==> src/rtl/fetch_pkg.sv <==
// Shared types and constants for the instruction fetch controller.
package fetch_pkg;

  typedef enum logic [1:0] {
    BOOT   = 2'd0,
    RUN    = 2'd1,
    HALTED = 2'd2
  } fetch_state_t;

  localparam int INSTR_BYTES = 4;

  // Default queue entry for the 32-bit PC / 32-bit instruction configuration.
  typedef struct packed {
    logic [31:0] pc;
    logic [31:0] instr;
  } fetch_entry_t;

endpackage

==> src/rtl/fetch_queue.sv <==
// Small power-of-2 prefetch FIFO; flush clears it and wins over enqueue.
module fetch_queue
  import fetch_pkg::*;
#(
  parameter int  DEPTH   = 2,
  parameter type entry_t = fetch_entry_t,
  localparam int PW      = $clog2(DEPTH),
  localparam int CW      = PW + 1
) (
  input  logic          clk,
  input  logic          rst,
  input  logic          enq,
  input  entry_t        enq_data,
  input  logic          deq,
  input  logic          flush,
  output logic [CW-1:0] count,
  output entry_t        head
);

  entry_t        mem [DEPTH];
  logic [PW-1:0] rd_ptr;
  logic [PW-1:0] wr_ptr;

  // Pointers wrap naturally because DEPTH is a power of two.
  always_ff @(posedge clk or posedge rst) begin
    if (rst) begin
      rd_ptr <= '0;
      wr_ptr <= '0;
      count  <= '0;
    end else if (flush) begin
      rd_ptr <= '0;
      wr_ptr <= '0;
      count  <= '0;
    end else begin
      if (enq) wr_ptr <= wr_ptr + 1'b1;
      if (deq) rd_ptr <= rd_ptr + 1'b1;
      case ({enq, deq})
        2'b10:   count <= count + 1'b1;
        2'b01:   count <= count - 1'b1;
        default: ;
      endcase
    end
  end

  always_ff @(posedge clk) begin
    if (enq && !flush) mem[wr_ptr] <= enq_data;
  end

  assign head = (count != '0) ? mem[rd_ptr] : '0;

endmodule

==> src/rtl/fetch_ctrl.sv <==
// Instruction fetch controller: owns the PC, fills the prefetch queue from the
// combinational ROM and hands {pc, instr} to decode over valid/ready.
module fetch_ctrl
  import fetch_pkg::*;
#(
  parameter int                         ADDRESS_WIDTH = 32,
  parameter int                         DATA_WIDTH    = 32,
  parameter logic [ADDRESS_WIDTH-1:0]   RESET_PC      = '0,
  parameter int                         DEPTH         = 2
) (
  input  logic                     clk,
  input  logic                     rst,
  output logic [ADDRESS_WIDTH-1:0] mem_addr,
  input  logic [DATA_WIDTH-1:0]    mem_rdata,
  input  logic                     halt,
  input  logic                     redirect_valid,
  input  logic [ADDRESS_WIDTH-1:0] redirect_pc,
  output logic                     out_valid,
  input  logic                     out_ready,
  output logic [ADDRESS_WIDTH-1:0] out_pc,
  output logic [DATA_WIDTH-1:0]    out_instr,
  output logic                     misalign,
  output logic [31:0]              fetch_count
);

  localparam int CW = $clog2(DEPTH) + 1;
  localparam logic [CW-1:0] DEPTH_C = CW'(DEPTH);

  typedef struct packed {
    logic [ADDRESS_WIDTH-1:0] pc;
    logic [DATA_WIDTH-1:0]    instr;
  } entry_t;

  fetch_state_t             state;
  fetch_state_t             state_next;
  logic [ADDRESS_WIDTH-1:0] pc_q;
  logic [ADDRESS_WIDTH-1:0] pc_next;
  logic [CW-1:0]            count;
  logic                     deq;
  logic                     fetch;
  entry_t                   enq_data;
  entry_t                   head;

  assign mem_addr  = pc_q;
  assign out_valid = (count != '0);
  assign deq       = out_valid && out_ready;
  // A full queue may still accept when the head leaves in the same cycle.
  assign fetch     = (state == RUN) && !halt && !redirect_valid &&
                     ((count < DEPTH_C) || deq);
  assign enq_data  = '{pc: pc_q, instr: mem_rdata};
  assign out_pc    = head.pc;
  assign out_instr = head.instr;

  fetch_queue #(
    .DEPTH   (DEPTH),
    .entry_t (entry_t)
  ) u_queue (
    .clk      (clk),
    .rst      (rst),
    .enq      (fetch),
    .enq_data (enq_data),
    .deq      (deq),
    .flush    (redirect_valid),
    .count    (count),
    .head     (head)
  );

  always_comb begin
    state_next = state;
    case (state)
      BOOT:    state_next = halt ? HALTED : RUN;
      RUN:     if (halt) state_next = HALTED;
      HALTED:  if (!halt) state_next = RUN;
      default: state_next = BOOT;
    endcase
  end

  // Redirect overrides both the sequential increment and a halted PC.
  always_comb begin
    pc_next = pc_q;
    if (redirect_valid)
      pc_next = {redirect_pc[ADDRESS_WIDTH-1:2], 2'b00};
    else if (fetch)
      pc_next = pc_q + ADDRESS_WIDTH'(INSTR_BYTES);
  end

  always_ff @(posedge clk or posedge rst) begin
    if (rst) begin
      state       <= BOOT;
      pc_q        <= RESET_PC;
      misalign    <= 1'b0;
      fetch_count <= '0;
    end else begin
      state    <= state_next;
      pc_q     <= pc_next;
      misalign <= redirect_valid && (|redirect_pc[1:0]);
      if (fetch) fetch_count <= fetch_count + 32'd1;
    end
  end

endmodule

==> config.mk <==
export PLATFORM = sky130hd
export DESIGN_NAME = fetch_ctrl
export DESIGN_NICKNAME = d
export VERILOG_FILES = /design/src/rtl/fetch_pkg.sv /design/src/rtl/fetch_queue.sv /design/src/rtl/fetch_ctrl.sv
export SDC_FILE = /design/constraint.sdc
export NUM_CORES = 1
export LEC_CHECK = 0
export CAP_MARGIN = 20
export CORE_ASPECT_RATIO = 1.1
export CORE_MARGIN = 2
export CORE_UTILIZATION = 45
export DETAILED_ROUTE_END_ITERATION = 12
export PLACE_DENSITY = 0.76
export SETUP_SLACK_MARGIN = 0.15
export SYNTH_ARGS = -nofsm -noshare
export SYNTH_HDL_FRONTEND = slang
export SYNTH_SLANG_ARGS = --single-unit
==> constraint.sdc <==
create_clock -name clk -period 4.35 [get_ports clk]
set_input_delay 0.87 -clock clk [delete_from_list [all_inputs] [get_ports clk]]
set_output_delay 0.87 -clock clk [all_outputs]
set_load 0.05 [all_outputs]
==> out/summary.md <==
For the final count of hold timing violations, the log shows 0. For the worst-skew pair, the clock arrives at the later sink with an insertion delay of 0.44 ns. Total area of sequential cells: 5454 µm².

The number of buffers inserted by hold repair at cts was 0. The global-route met1 utilization came out at 0.2785. The startpoint of the most critical register-to-register path is state[1]$_DFFE_PP0P_. The run gives 0.4577 as the effective utilization at floorplan. The number of pins with negative max-slew slack in the final report is 0. In this run the power spent charging and discharging nets is 1.178 mW. The number of cells on the worst reg-to-reg path is 4. For the share of power burned in combinational logic, the log shows 0.129. Summed over all failing endpoints, the final setup total negative slack is 0 ns.

The worst vdd rail ir drop was 0.0003032 V. For this run, the detailed router's first-pass iteration total came to 5. For the pin with the worst max-slew slack, the measured transition is 0.7808 ns. The total overflow left after global routing is 0. The logs give 0.361 for the part of the total power dissipated in the clock network and 0 for the max-capacitance violation count.

After clock tree synthesis, the clock-pin slew on the worst setup and hold paths is 0.07 ns. For this run, the top clock speed supported by timing is 287.4 MHz. The tools report the met2 track demand over resource in global routing as 0.3288. The worst hold path begins at fetch_count[22]$_DFFE_PP0P_. The setup path with the least slack is of type register to primary output. The count of clock tree sinks was 193.

The root buffer selected by CTS was clkbuf_16. STA classifies the critical path endpoint as a primary output. Buffers inserted during clock tree synthesis total 17. The destination of the worst hold path was fetch_count[22]$_DFFE_PP0P_.

The met3 track utilization from global routing was 0.06246; the required time reported for the critical path endpoint was 3.48 ns. The run gives 924 as the net count reported at finish. The multi-input combinational cell area is 2753 µm², and the die height is 147.3 µm.

The final period utilization came out at 0.7998. The combined global-route utilization of all metal layers is 0.2102, and the number of buffers between clock root and the deepest sink is 2. The run gives 0.8736 as the routability-driven placement congestion ratio. The largest single stage delay on the critical path is 0.85 ns.

The number of gates given a new drive strength after cts came out at 0. The instance count of the mapped netlist was 661; the cell-internal power was 2.995 mW. Shortest period the worst path allows: 3.479 ns. The logs give 0.6115 for the final core area utilization and 18350 µm² for the placeable core area. Counting the fill cells in the layout gives 1452. Using the TritonRoute via totals, the vias-per-cell ratio works out to 5.522.

The share of the synthesized area in the top cell type is 0.4435, and the mean cell area of the mapped netlist is 12.70 µm². The total of warnings raised by yosys was 0; the number of inserted diodes was 0. The tools report the final number of setup-violating endpoints as 0. Dominant register cell in the synthesized netlist: edfxtp_1. Fraction of power spent switching nets: 0.2822. Global-route layer with the greatest usage: met2. Setup repair after global routing left no endpoint under its margin. For the slack of the worst reg-to-reg path, the log shows 1.85 ns.

The slowest stage of the critical path belongs to the cell clkdlybuf4s50_1. TritonCTS built the clock tree. Post-synthesis cell type count: 48. The tools report the destination of the worst register-to-register timing path as mem_addr[12]$_DFFE_PP0P_. The run finished with clean final reports. Once placement completed, the tool counted placed cells totaling 1077. The global-route wire length before repair was 32040 µm. The share of flip-flops with an asynchronous set or reset was 0.3575. The library cell with the largest summed area after synthesis is edfxtp_1. The cell depth of the worst hold path came out at 1.

STA classifies the critical path startpoint as a register. For this run, design rule violations remaining after detail routing come to 0. By area the synthesized netlist is led by edfxtp_1 44%, dfrtp_1 21%, mux2i_1 7.5%. Register share of total power: 0.509. The area of the die came out at 19770 µm². Number of DRC markers in iteration 0: 452. Power spread over the standard cell area amounts to 371.9 nW/µm². On the final layout, the worst hold slack is 0.4919 ns. Entering global routing, the biggest net connects 51 pins.

The detail-routed net length per standard cell is 18.46 µm. Across all layers, the routed design uses 6124 vias. Ranked by instance count, the synthesized netlist is headed by 124 x edfxtp_1, 81 x nor2_1, 69 x dfrtp_1. Worst min-delay path class: register to register. In this run the worst path has a maximum fanout of 25. The logs give 0 for the number of antenna violations at the first check in global routing and 0 for the number of buffers added for setup after CTS. The relative slew slack came out at 0.4747. The tools report the sequential fraction of the synthesis area as 0.6491. After floorplanning, the core was divided into 52 placement rows.

The share of layout cells above drive strength 1 is 0.06351, and the worst setup skew after layout is 0.01008 ns. The H-tree depth reported by CTS was 4; the HPWL after detailed placement was 13860 µm. The analysis attributes to cell leakage a power of 4.000 nW.

The via count of the first global-routing pass came out at 5823. In this run the cell area of the synthesized design comes to 8397 µm². The layout overhead on the synthesized area was 33.62%; the number of enable-type register cells in the synthesized netlist was 124.

After layout, the design draws a total of 4.173 mW. The die is 134.2 µm wide. For the count of boundary I/O pins, the log shows 199. The finished layout holds 1109 standard cells, fillers aside. The count of buffers from port buffering is 194, and the remaining antenna violation count is 0. The run gives 2.61 ns as the arrival time of data at the critical path endpoint. Synthesis inferred 193 register bits. The most common cell in the synthesized netlist is edfxtp_1. The critical path goes through buf_4 > mux2i_1 > nor2_1 > clkdlybuf4s50_1.

After detailed routing, the total wire length is 20470 µm.
-- metrics by stage --
step,instance area [µm²],worst slack (ns)
floorplan,8411,0.2769
global placement,10650,0.9298
detailed placement,10650,0.9043
CTS,11220,0.8146
global route,11220,0.7324
finish,11220,0.8707
-- worst max-delay path: cells and delay by family, from the launching register on --
family	cells	cell delay, ns
buffers and inverters	2	1.24
AND/OR/NAND/NOR	1	0.11
flip-flops	1	0.70
multiplexers	1	0.12
-- state kept, by name, indices dropped and copies added, names as in the netlist --
signal	cells
u_queue.wr_ptr	1
misalign	1
mem_addr	30
u_queue.rd_ptr	1
u_queue.count	2
state	2
u_queue.mem	124
fetch_count	32
-- worst max path at each step --
stage                                  end                        from  cells past startpoint  slack, ns
6_report                        out_pc[12]  u_queue.rd_ptr$_DFFE_PP0P_                      4       0.87
5_1_grt                         out_pc[13]  u_queue.rd_ptr$_DFFE_PP0P_                      4       0.73
4_1_cts                         out_pc[12]  u_queue.rd_ptr$_DFFE_PP0P_                      4       0.81
3_5_place_dp   fetch_count[29]$_DFFE_PP0P_                        halt                      5       0.90
3_3_place_gp   fetch_count[27]$_DFFE_PP0P_                        halt                      5       0.93
2_1_floorplan  u_queue.mem[0][0]$_DFFE_PP_                        halt                      5       0.28
-- cells by family after synthesis --
kind of cell	synth area share
compound gates	0.06437
xor+xnor	0.03338
fa+ha+maj	0.002980
buf+inv	0.02637
flops	0.6491
mux	0.07510
other cells	0.0004466
simple gates	0.1483
-- power by group through the flow --
| stage | combinational [mW] | clock (mW) | sequential, mW |
|---|---|---|---|
| after detailed placement | 0.544 | 0 | 2.16 |
| after global routing | 0.575 | 1.61 | 2.14 |
| after global placement | 0.537 | 0 | 2.16 |
| final | 0.540 | 1.51 | 2.13 |
| after CTS | 0.546 | 1.53 | 2.12 |
| after floorplan | 0.174 | 0 | 2.29 |
-- placed cells by master (no fill, tap or decap), types with 9 or more instances in the layout --
cell / count
and4_1: 11
buf_4: 11
clkbuf_16: 17
clkdlybuf4s50_1: 194
dfrtp_1: 68
edfxtp_1: 124
inv_1: 13
mux2i_1: 63
nand2_1: 41
nand3_1: 27
nand4_1: 17
nor2_1: 79
nor3_1: 20
nor4_1: 10
o211ai_1: 9
o21ai_0: 16
o311ai_0: 14
xor2_1: 24
-- layout make-up --
class                      instances  share of cell area
clock buffer                      18             0.03825
clock inverter                    14             0.01271
inverter                          14            0.004684
multi-input combinational        419              0.2453
sequential                       193              0.4861
tap                              243             0.02710
timing repair buffer             208              0.1858
-- routing by layer --
| metal | vias up | wire length, µm | part of all wire |
|---|---|---|---|
| met5 | - | 0 | 0 |
| met4 | 0 | 435 | 0.021 |
| met3 | 31 | 1706 | 0.083 |
| met2 | 229 | 9735 | 0.48 |
| met1 | 3009 | 8591 | 0.42 |
| li1 | 2855 | - | - |
(Power assumes the default switching activity.)
